===== src/rtl/sim_status_monitor.sv =====
// ============================================================================
// Module   : sim_status_monitor
// Brief    : End-of-test monitor: tohost mailbox, watchdog, hang detector,
//            console byte channel, sticky status flags and run counters.
// Revision : 1.0
// ============================================================================
`default_nettype none

module sim_status_monitor #(
  parameter int unsigned    XLEN           = 64,
  parameter int unsigned    AW             = 64,
  parameter int unsigned    CNT_W          = 32,
  parameter logic [AW-1:0]  TOHOST_ADDR    = AW'(64'h0000_1000),
  parameter logic [AW-1:0]  CONSOLE_ADDR   = AW'(64'h0000_1008),
  parameter int unsigned    TIMEOUT_CYCLES = 10000,
  parameter int unsigned    HANG_CYCLES    = 256
) (
  input  logic              clk,
  input  logic              rst,
  input  logic              st_valid,
  input  logic [AW-1:0]     st_addr,
  input  logic [XLEN-1:0]   st_data,
  input  logic              retire_valid,
  output logic              done,
  output logic              done_pulse,
  output logic              pass,
  output logic              fail,
  output logic              timeout,
  output logic              hang,
  output logic [XLEN-2:0]   fail_code,
  output logic [CNT_W-1:0]  cycle_count,
  output logic [CNT_W-1:0]  instret_count,
  output logic              putc_valid,
  output logic [7:0]        putc_data
);

  localparam bit               c_to_en    = (TIMEOUT_CYCLES != 0);
  localparam bit               c_hang_en  = (HANG_CYCLES != 0);
  localparam logic [CNT_W-1:0] c_to_lim   = c_to_en   ? CNT_W'(TIMEOUT_CYCLES - 1) : '0;
  localparam logic [CNT_W-1:0] c_hang_lim = c_hang_en ? CNT_W'(HANG_CYCLES - 1)    : '0;
  localparam logic [XLEN-1:0]  c_pass_val = XLEN'(1);

  typedef enum logic [2:0] {
    S_RUN     = 3'd0,
    S_PASS    = 3'd1,
    S_FAIL    = 3'd2,
    S_TIMEOUT = 3'd3,
    S_HANG    = 3'd4
  } state_t;

  state_t           r_state;
  state_t           w_next;

  logic             w_in_run;
  logic             w_mbox;
  logic             w_is_pass;
  logic             w_is_fail;
  logic             w_hang_hit;
  logic             w_to_hit;
  logic             w_putc_hit;

  logic             r_done;
  logic             r_done_pulse;
  logic             r_pass;
  logic             r_fail;
  logic             r_timeout;
  logic             r_hang;
  logic [XLEN-2:0]  r_fail_code;
  logic [CNT_W-1:0] r_cycle_count;
  logic [CNT_W-1:0] r_instret_count;
  logic [CNT_W-1:0] r_idle_cnt;
  logic             r_putc_valid;
  logic [7:0]       r_putc_data;

  assign w_in_run   = (r_state == S_RUN);
  assign w_mbox     = st_valid && (st_addr == TOHOST_ADDR);
  // Even-valued mailbox writes are not end-of-test codes and are ignored.
  assign w_is_pass  = w_mbox && (st_data == c_pass_val);
  assign w_is_fail  = w_mbox && st_data[0] && (st_data != c_pass_val);
  assign w_hang_hit = c_hang_en && !retire_valid && (r_idle_cnt == c_hang_lim);
  assign w_to_hit   = c_to_en && (r_cycle_count == c_to_lim);
  assign w_putc_hit = w_in_run && st_valid && (st_addr == CONSOLE_ADDR);

  always_ff @(posedge clk) begin
    if (rst) begin
      r_state <= S_RUN;
    end else begin
      r_state <= w_next;
    end
  end

  always_comb begin
    w_next = r_state;
    if (w_in_run) begin
      if (w_is_pass) begin
        w_next = S_PASS;
      end else if (w_is_fail) begin
        w_next = S_FAIL;
      end else if (w_hang_hit) begin
        w_next = S_HANG;
      end else if (w_to_hit) begin
        w_next = S_TIMEOUT;
      end
    end
  end

  // Flags are only ever set from RUN, so they stay one-hot and sticky.
  always_ff @(posedge clk) begin
    if (rst) begin
      r_done          <= 1'b0;
      r_done_pulse    <= 1'b0;
      r_pass          <= 1'b0;
      r_fail          <= 1'b0;
      r_timeout       <= 1'b0;
      r_hang          <= 1'b0;
      r_fail_code     <= '0;
      r_cycle_count   <= '0;
      r_instret_count <= '0;
      r_idle_cnt      <= '0;
      r_putc_valid    <= 1'b0;
      r_putc_data     <= 8'h00;
    end else begin
      r_done_pulse <= w_in_run && (w_next != S_RUN);
      r_putc_valid <= w_putc_hit;
      if (w_putc_hit) begin
        r_putc_data <= st_data[7:0];
      end
      if (w_in_run) begin
        if (r_cycle_count != '1) begin
          r_cycle_count <= r_cycle_count + 1'b1;
        end
        if (retire_valid && (r_instret_count != '1)) begin
          r_instret_count <= r_instret_count + 1'b1;
        end
        if (retire_valid) begin
          r_idle_cnt <= '0;
        end else if (r_idle_cnt != '1) begin
          r_idle_cnt <= r_idle_cnt + 1'b1;
        end
        if (w_next != S_RUN) begin
          r_done <= 1'b1;
        end
        if (w_next == S_PASS) begin
          r_pass <= 1'b1;
        end
        if (w_next == S_FAIL) begin
          r_fail      <= 1'b1;
          r_fail_code <= st_data[XLEN-1:1];
        end
        if (w_next == S_TIMEOUT) begin
          r_timeout <= 1'b1;
        end
        if (w_next == S_HANG) begin
          r_hang <= 1'b1;
        end
      end
    end
  end

  assign done          = r_done;
  assign done_pulse    = r_done_pulse;
  assign pass          = r_pass;
  assign fail          = r_fail;
  assign timeout       = r_timeout;
  assign hang          = r_hang;
  assign fail_code     = r_fail_code;
  assign cycle_count   = r_cycle_count;
  assign instret_count = r_instret_count;
  assign putc_valid    = r_putc_valid;
  assign putc_data     = r_putc_data;

endmodule

`default_nettype wire


===== config.mk =====
export PLATFORM = sky130hd
export DESIGN_NAME = sim_status_monitor
export DESIGN_NICKNAME = d
export VERILOG_FILES = /design/src/rtl/sim_status_monitor.sv
export SDC_FILE = /design/constraint.sdc
export NUM_CORES = 1
export LEC_CHECK = 0
export CORE_MARGIN = 5
export CORE_UTILIZATION = 47
export CTS_CLUSTER_DIAMETER = 40
export DETAILED_ROUTE_END_ITERATION = 10
export GPL_TIMING_DRIVEN = 1
export PLACE_DENSITY = 0.92
export SLEW_MARGIN = 20
export SYNTH_ARGS = -nofsm -noshare
export SYNTH_HDL_FRONTEND = slang
export SYNTH_SLANG_ARGS = --single-unit

===== constraint.sdc =====
create_clock -name clk -period 3.48 [get_ports clk]
set_input_delay 0.696 -clock clk [delete_from_list [all_inputs] [get_ports clk]]
set_output_delay 0.696 -clock clk [all_outputs]
set_load 0.01 [all_outputs]

==> key figures, run 1 <==
STA
  – Worst slew pin tran: 0.933 ns
  – Fin crit share: 83.3%
  – RSZ-0062 raised after global routing: false
  – Max-slew violation count: 0
  – Slew margin rel.: 37.3%
  – Fin Setup TNS: 0 ns
  – Clock skew: 0.0124 ns
  – Fin crit period: 2.90 ns
  – Final setup viols: 0
  – Hold Slack: between 0.4 and 0.5 ns
  – Fmax: 345 MHz
  – Hold Violations, Final: 0

Synthesis
  – Warnings, synthesis: 0
  – Post-synthesis mux area share: 1.15%
  – Cell count after synthesis: 946
  – Netlist cell types: 50
  – Syn Nets: 1081
  – Cell Area, Synth: 0.00786 sq mm
  – Combinational family with the most area after synthesis: simple AND/OR/NAND/NOR gates
  – Main flop type after synthesis: dfxtp_1
  – Post-synthesis compound-gate area fraction: 7.56%
  – Simple-Gate Fraction of Synth Area: between 30% and 40%
  – Post-synth EDFFs: 0
  – Post-synth ARST share: 0%
  – Sequential element share of the synthesized area: around 45%
  – Flops & latches, synth: 177
  – Post-Synth XOR/XNOR Area: 8.58%
  – Area share of fa/ha/maj cells after synthesis: 0.478%
  – Synthesized area per cell: 8.31 sq um

Clock network
  – Max clock buf depth: 2
  – CTS tree: yes
  – Reg clk slew, reported paths: 0.06 ns
  – Setup Buffers After CTS: 0
  – CTS Hold Bufs: 0
  – Root Buffer: clkbuf_16
  – Sink Count: 177
  – Post-CTS Resized: 0
  – # H-tree levels: 4
  – Skew-Pair Late Insertion Delay: 0.42 ns
  – CTS buffer count: 17

Route
  – Initial detailed-routing violation count: 438
  – Via count: roughly 8000
  – DRC: 0
  – Final wirelength: 24800 um
  – Avg WL per Cell: between 15 and 20 um
  – Routed Antenna Nets: 0
  – Drt first pass iters: 5
  – Via/cell ratio: 5.59

Floorplan
  – Initial Utilization: 47.7%
  – Die area: 0.0194 sq mm
  – Row cnt: 47
  – Core Region: around 0.016 sq mm
  – Chip width: 139 um
  – IO Count: approximately 270
  – Die height: 139 um

Worst setup path
  – Reg-to-Reg End: instret_count[10]$_SDFFE_PP0P_
  – CP endpoint: fail_code[11]$_SDFFE_PP0P_
  – Crit-path max FO: 64
  – CP endpoint kind: register
  – Worst EP arrival: 3.19 ns
  – Flop-to-flop setup slack: 1.16 ns
  – Worst reg2reg path startpoint: instret_count[24]$_SDFFE_PP0P_
  – Req. time, crit path: 3.77 ns
  – Crit Path Category: input port to register
  – Reg2reg path depth: 6
  – CP Launch Point: st_data[4]
  – Crit path launch type: input port

Placed design
  – Detail Placement HPWL: 18500 um
  – RePlAce Congestion: 0.871
  – PortBufs: 273

Hold path
  – Hold Path Depth: 2
  – Hold Path Class: register to register

GRT
  – GRT Total Usage: 24.6%
  – Vias in the first global route: 7879
  – GR Overflow Total: 0
  – Initial antenna violation count: 3
  – Largest net degree at the start of global routing: 65
  – First-pass GRT wire length: 39300 um

Run status
  – Status: finished, final reports clean

Job
  – Max Cap Viol: 0

Power and ir drop
  – Max VDD drop: 0.306 mV
  – Leak Pwr: 3.80 nW
  – PD cells: 366 mW/mm^2

Cells and area
  – Area Overhead vs Synth: 44.3%
  – Fill cell count: 1239
  – Layout cells sized above 1: approximately 5.0%
  – Fin nets: 1344
power breakdown:
group | switching [mW] | total [mW] | internal [mW]
Clock | 0.776 | 1.85 | 1.08
Sequential | 0.00863 | 2.04 | 2.03
Combinational | 0.0968 | 0.256 | 0.159
Total | 0.882 | 4.15 | 3.27
per-layer routing:
| layer | global-route usage (%) | part of all wire, % |
|---|---|---|
| met1 | 27.3 | 38 |
| met5 | 0 | 0 |
| met3 | 8.78 | 9.3 |
| met2 | 43.1 | 49 |
| met4 | 9.78 | 3.2 |
worst max-delay path, cell delays in order:
cell             delay [ns]
clkdlybuf4s50_1        0.46
nor4_1                 0.41
buf_4                  0.17
nand4_1                0.10
or4_1                  0.65
and4_2                 0.28
buf_12                 0.19
nand2_1                0.12
a21oi_1                0.07
final cells by class:
class	count	area (sq um)	share of cell area, %
sequential	177	3540	31.3
tap	220	275	2.43
timing repair buffer	286	2870	25.3
clock buffer	23	458	4.04
antenna	3	7.51	0.0662
clock inverter	8	108	0.949
inverter	9	33.8	0.298
multi-input combinational	718	4050	35.7
how the worst min path moves through the flow:
stage                               start                          to
2_1_floorplan  r_idle_cnt[1]$_SDFFE_PP0P_  r_idle_cnt[1]$_SDFFE_PP0P_
3_3_place_gp   fail_code[40]$_SDFFE_PP0P_  fail_code[40]$_SDFFE_PP0P_
3_5_place_dp    fail_code[5]$_SDFFE_PP0P_   fail_code[5]$_SDFFE_PP0P_
4_1_cts         fail_code[5]$_SDFFE_PP0P_   fail_code[5]$_SDFFE_PP0P_
5_1_grt         fail_code[5]$_SDFFE_PP0P_   fail_code[5]$_SDFFE_PP0P_
6_report        fail_code[5]$_SDFFE_PP0P_   fail_code[5]$_SDFFE_PP0P_
kinds of logic (layout without fill, tap and decap cells):
group           Yosys count  count (layout)
buf+inv                  51             326
flops                   177             177
mux                       9               9
other cells               0               3
compound gates          113             113
simple gates            516             516
fa+ha+maj                 3               3
xor+xnor                 77              77
cells in the mapped netlist (8+ instances only):
cell	instances	area [sq um]
and3_1	18	113
nand4_1	39	244
nand2_1	168	631
clkbuf_1	22	82.6
nor3_1	25	125
a21oi_1	88	440
o21ai_0	14	70.1
buf_2	11	55.1
nand3_1	38	190
nor2_1	110	413
dfxtp_1	177	3540
or3_1	16	100
inv_1	9	33.8
mux2i_1	9	90.1
xor2_1	39	342
xnor2_1	38	333
buf_6	8	90.1
and4_1	14	123
nor4_1	44	275
cells in the final DEF (no fill, tap or decap), drive strengths merged, types with 2 or more instances in the layout:
cell	synthesis	layout
mux2i	9	9
and3	18	18
nand2	169	169
nor2b	2	2
nand2b	3	3
dfxtp	177	177
ha	3	3
nand4b	2	2
diode	0	3
a31oi	2	2
nand3b	2	2
inv	9	9
nor2	112	112
nor4b	8	8
nand4	41	41
nor4	50	50
clkbuf	22	23
or4	2	2
or2	3	3
o211ai	2	2
or3	16	16
xnor2	38	38
xor2	39	39
a21oi	88	88
and2	4	4
nand3	39	39
nor3	26	26
o21ai	15	15
clkdlybuf4s50	0	272
and4	14	14
buf	20	14
clkinv	0	5
bufinv	0	2
nor3b	2	2
and4b	2	2
metrics by stage:
| step | total power, mW | setup WS, ns | util, % | instance area (sq um) | std cells |
|---|---|---|---|---|---|
| 4_1_cts | 4.17 | 0.529 | 68.8 | 11300 | 1441 |
| 3_5_place_dp | 2.34 | 0.0846 | 65.4 | 10800 | 1410 |
| 2_1_floorplan | 2.14 | 1.14 | - | 7860 | 946 |
| 5_1_grt | 4.27 | 0.477 | 68.9 | 11300 | 1444 |
| 3_3_place_gp | 2.34 | 0.136 | 65.4 | 10800 | 1410 |
| 6_report | 4.15 | 0.581 | 68.9 | 11300 | 1444 |
sequential cells by signal (all words and copies together), names as in the netlist:
| name | flops |
|---|---|
| fail_code | 63 |
| cycle_count | 32 |
| instret_count | 32 |
| r_idle_cnt | 32 |
| putc_data | 8 |
| r_state | 3 |
| done | 1 |
| done_pulse | 1 |
| fail | 1 |
| hang | 1 |
| pass | 1 |
| putc_valid | 1 |
| timeout | 1 |
Note: power is estimated with default switching activity, not from simulation.
==> run 2: changes to the inputs <==
- CORE_UTILIZATION: 47 -> 41
- PLACE_DENSITY: 0.92 -> 0.86
- clock period: 3.48 -> 2.4 ns (I/O delays scaled with it)
==> run 2 against run 1 <==
- via count increased by 1.6%
- clock power is 53% higher
- sequential share of layout area fell by 1.8 points
- final area up 6.1%
- clock-buffer cell count fell by 6
- hold slack got worse by 0.065 ns
- total power is 50% higher
- combinational power is 67% higher
- critical path depth is the same
- critical path type unchanged
- highest routed layer unchanged
==> key figures, run 2 (synthesis results as in run 1) <==
STA
  – Hold Violations, Final: 0 (unchanged)
  – Final setup viols: 0 (unchanged)
  – Slew margin rel.: 43.4% (+6.1 points)
  – Worst slew pin tran: 0.845 ns (-0.0879 ns)
  – Clock skew: 0.0124 ns (+0.0000149 ns)
  – Fin Setup TNS: 0 ns (unchanged)
  – Fin crit share: 99.9%
  – Fmax: 417 MHz
  – Max-slew violation count: 0 (unchanged)
  – Fin crit period: 2.40 ns

Worst setup path
  – Crit path launch type: input port
  – Crit-path max FO: 40 (-38%)
  – Worst reg2reg path startpoint: instret_count[0]$_SDFFE_PP0P_
  – Reg2reg path depth: 8 (+2)
  – Crit Path Category: input port to register
  – Worst EP arrival: 2.69 ns (-0.50 ns)
  – Req. time, crit path: 2.70 ns (-1.07 ns)
  – CP endpoint kind: register
  – Reg-to-Reg End: instret_count[15]$_SDFFE_PP0P_
  – Flop-to-flop setup slack: 0.24 ns (-0.92 ns)

Route
  – Via/cell ratio: 5.39 (-3.6%)
  – Met3 wire len: 2150 um (-6.6%)
  – WL met1: 10000 um (+5.8%)
  – Final wirelength: 26400 um (+6.2%)
  – Avg WL per Cell: 17.3 um (+0.65%)
  – Initial detailed-routing violation count: 454 (+3.7%)
  – DR top layer: met4
  – DRC: 0 (unchanged)
  – Drt first pass iters: 5 (unchanged)
  – Routed Antenna Nets: 0 (unchanged)
  – Via count: 8210 (+1.6%)
  – DR WL met2: 13500 um (+10%)

Clock network
  – # H-tree levels: 4 (unchanged)
  – Max clock buf depth: 2 (unchanged)
  – Root Buffer: clkbuf_16
  – CTS tree: yes
  – CTS buffer count: 17 (unchanged)
  – Reg clk slew, reported paths: 0.08 ns (+0.02 ns)
  – Skew-Pair Late Insertion Delay: 0.43 ns (about the same)
  – Sink Count: 177 (unchanged)

Power and ir drop
  – Power consumption: 6.22 mW (+50%)
  – Leak Pwr: 4.20 nW (+10%)
  – Max VDD drop: 0.458 mV (+49%)
  – PD cells: 517 mW/mm^2 (+41%)

Hold path
  – Hold path start: st_data[45]
  – Hold Path Sink: fail_code[44]$_SDFFE_PP0P_
  – Hold Path Depth: 3 (+1)
  – Hold Path Class: input port to register

GRT
  – GR Overflow Total: 0 (unchanged)
  – GRT Total Usage: 22.9% (-1.7 points)
  – Largest net degree at the start of global routing: 76 (+17%)
  – Initial antenna violation count: 1 (-2)
  – First-pass GRT wire length: 40900 um (+4.0%)
  – Vias in the first global route: 8123 (+3.1%)

Placed design
  – Detail Placement HPWL: 19700 um (+6.7%)
  – PortBufs: 273 (unchanged)
  – RePlAce Congestion: 0.915 (+5.0%)
  – Post-DP Area: 0.0113 sq mm (+4.8%)
  – Placed cell count: 1485 (+5.3%)

Cells and area
  – Fin nets: 1408 (+4.8%)
  – Non-Filler Instances: 1523 (+5.5%)
  – Most common cell after layout, fill and taps aside: clkdlybuf4s50_1
  – Non-Filler Cell Area, Final: 0.0120 sq mm (+6.1%)
  – Most frequent cells in the layout: clkdlybuf4s50_1, dfxtp_1, nand2_1
  – Layout cells sized above 1: 11.0% (+6.0 points)
  – Area Overhead vs Synth: 53.1%
  – Max reg flops: 63 (unchanged)
  – Utilization after layout: 64.1% (-4.7 points)

Job
  – Max Cap Viol: 0 (unchanged)

Floorplan
  – Row cnt: 50 (+6.4%)
  – Initial Utilization: 41.9% (-5.9 points)
  – Die area: 0.0220 sq mm (+14%)
  – Chip width: 148 um (+6.6%)
  – IO Count: 274 (unchanged)
  – Die height: 148 um (+6.6%)
  – Core Region: 0.0188 sq mm (+14%)

Run status
  – Status: finished, final reports clean
==> run 2: cell type report <==
type	count	area, sq um
fill	1484	6730
multi-input combinational	718	4140
sequential	177	3540
timing repair buffer	350	3430
clock buffer	17	425
tap	234	293
clock inverter	15	169
inverter	9	33.8
antenna	3	7.51
==> run 2: routing by layer <==
metal,GRT usage [%],vias to the layer above
met2,41.4,346
met1,25.7,3845
met3,7.53,38
met4,7.02,0
met5,0,-
li1,-,3981
==> run 2: worst max path at each step <==
stage                start                          to  slack (ns)  cells past startpoint
2_1_floorplan  st_data[62]           fail$_SDFFE_PP0P_        0.27                      8
3_3_place_gp   st_data[36]           fail$_SDFFE_PP0P_       -0.54                      9
3_5_place_dp   st_data[36]  fail_code[48]$_SDFFE_PP0P_       -0.59                      9
4_1_cts        st_data[25]  fail_code[31]$_SDFFE_PP0P_        0.02                      9
5_1_grt        st_data[47]           fail$_SDFFE_PP0P_       -0.01                      8
6_report       st_data[44]  fail_code[31]$_SDFFE_PP0P_       0.004                      9
==> run 2: metrics by stage <==
step | hold slack [ns] | setup WS (ns)
2_1_floorplan | 0.449 | 0.273
3_3_place_gp | 0.437 | -0.545
3_5_place_dp | 0.447 | -0.594
4_1_cts | 0.420 | 0.0166
5_1_grt | 0.368 | -0.0124
6_report | 0.384 | 0.00354
==> run 2: repair_timing <==
item | CTS | global route
gates cloned | 0 | 2
gates resized for setup | 7 | 11
pin swaps | 1 | 7
hold buffers | 0 | 0
endpoints found under the setup margin | 64 | 48
buffers inserted | 0 | 1
==> run 2: report_power, final <==
group	internal [mW]	leakage [nW]	switching, mW	total, mW
Clock	1.57	0.290	1.26	2.83
Sequential	2.94	1.43	0.0121	2.96
Combinational	0.269	2.48	0.159	0.428
==> run 2: critical path, cell delays in order <==
cell             delay (ns)
clkdlybuf4s50_1        0.48
nor4_4                 0.28
buf_4                  0.16
nand4_1                0.11
or4_4                  0.60
and4_4                 0.22
buf_12                 0.17
nand2_1                0.10
a21oi_1                0.08
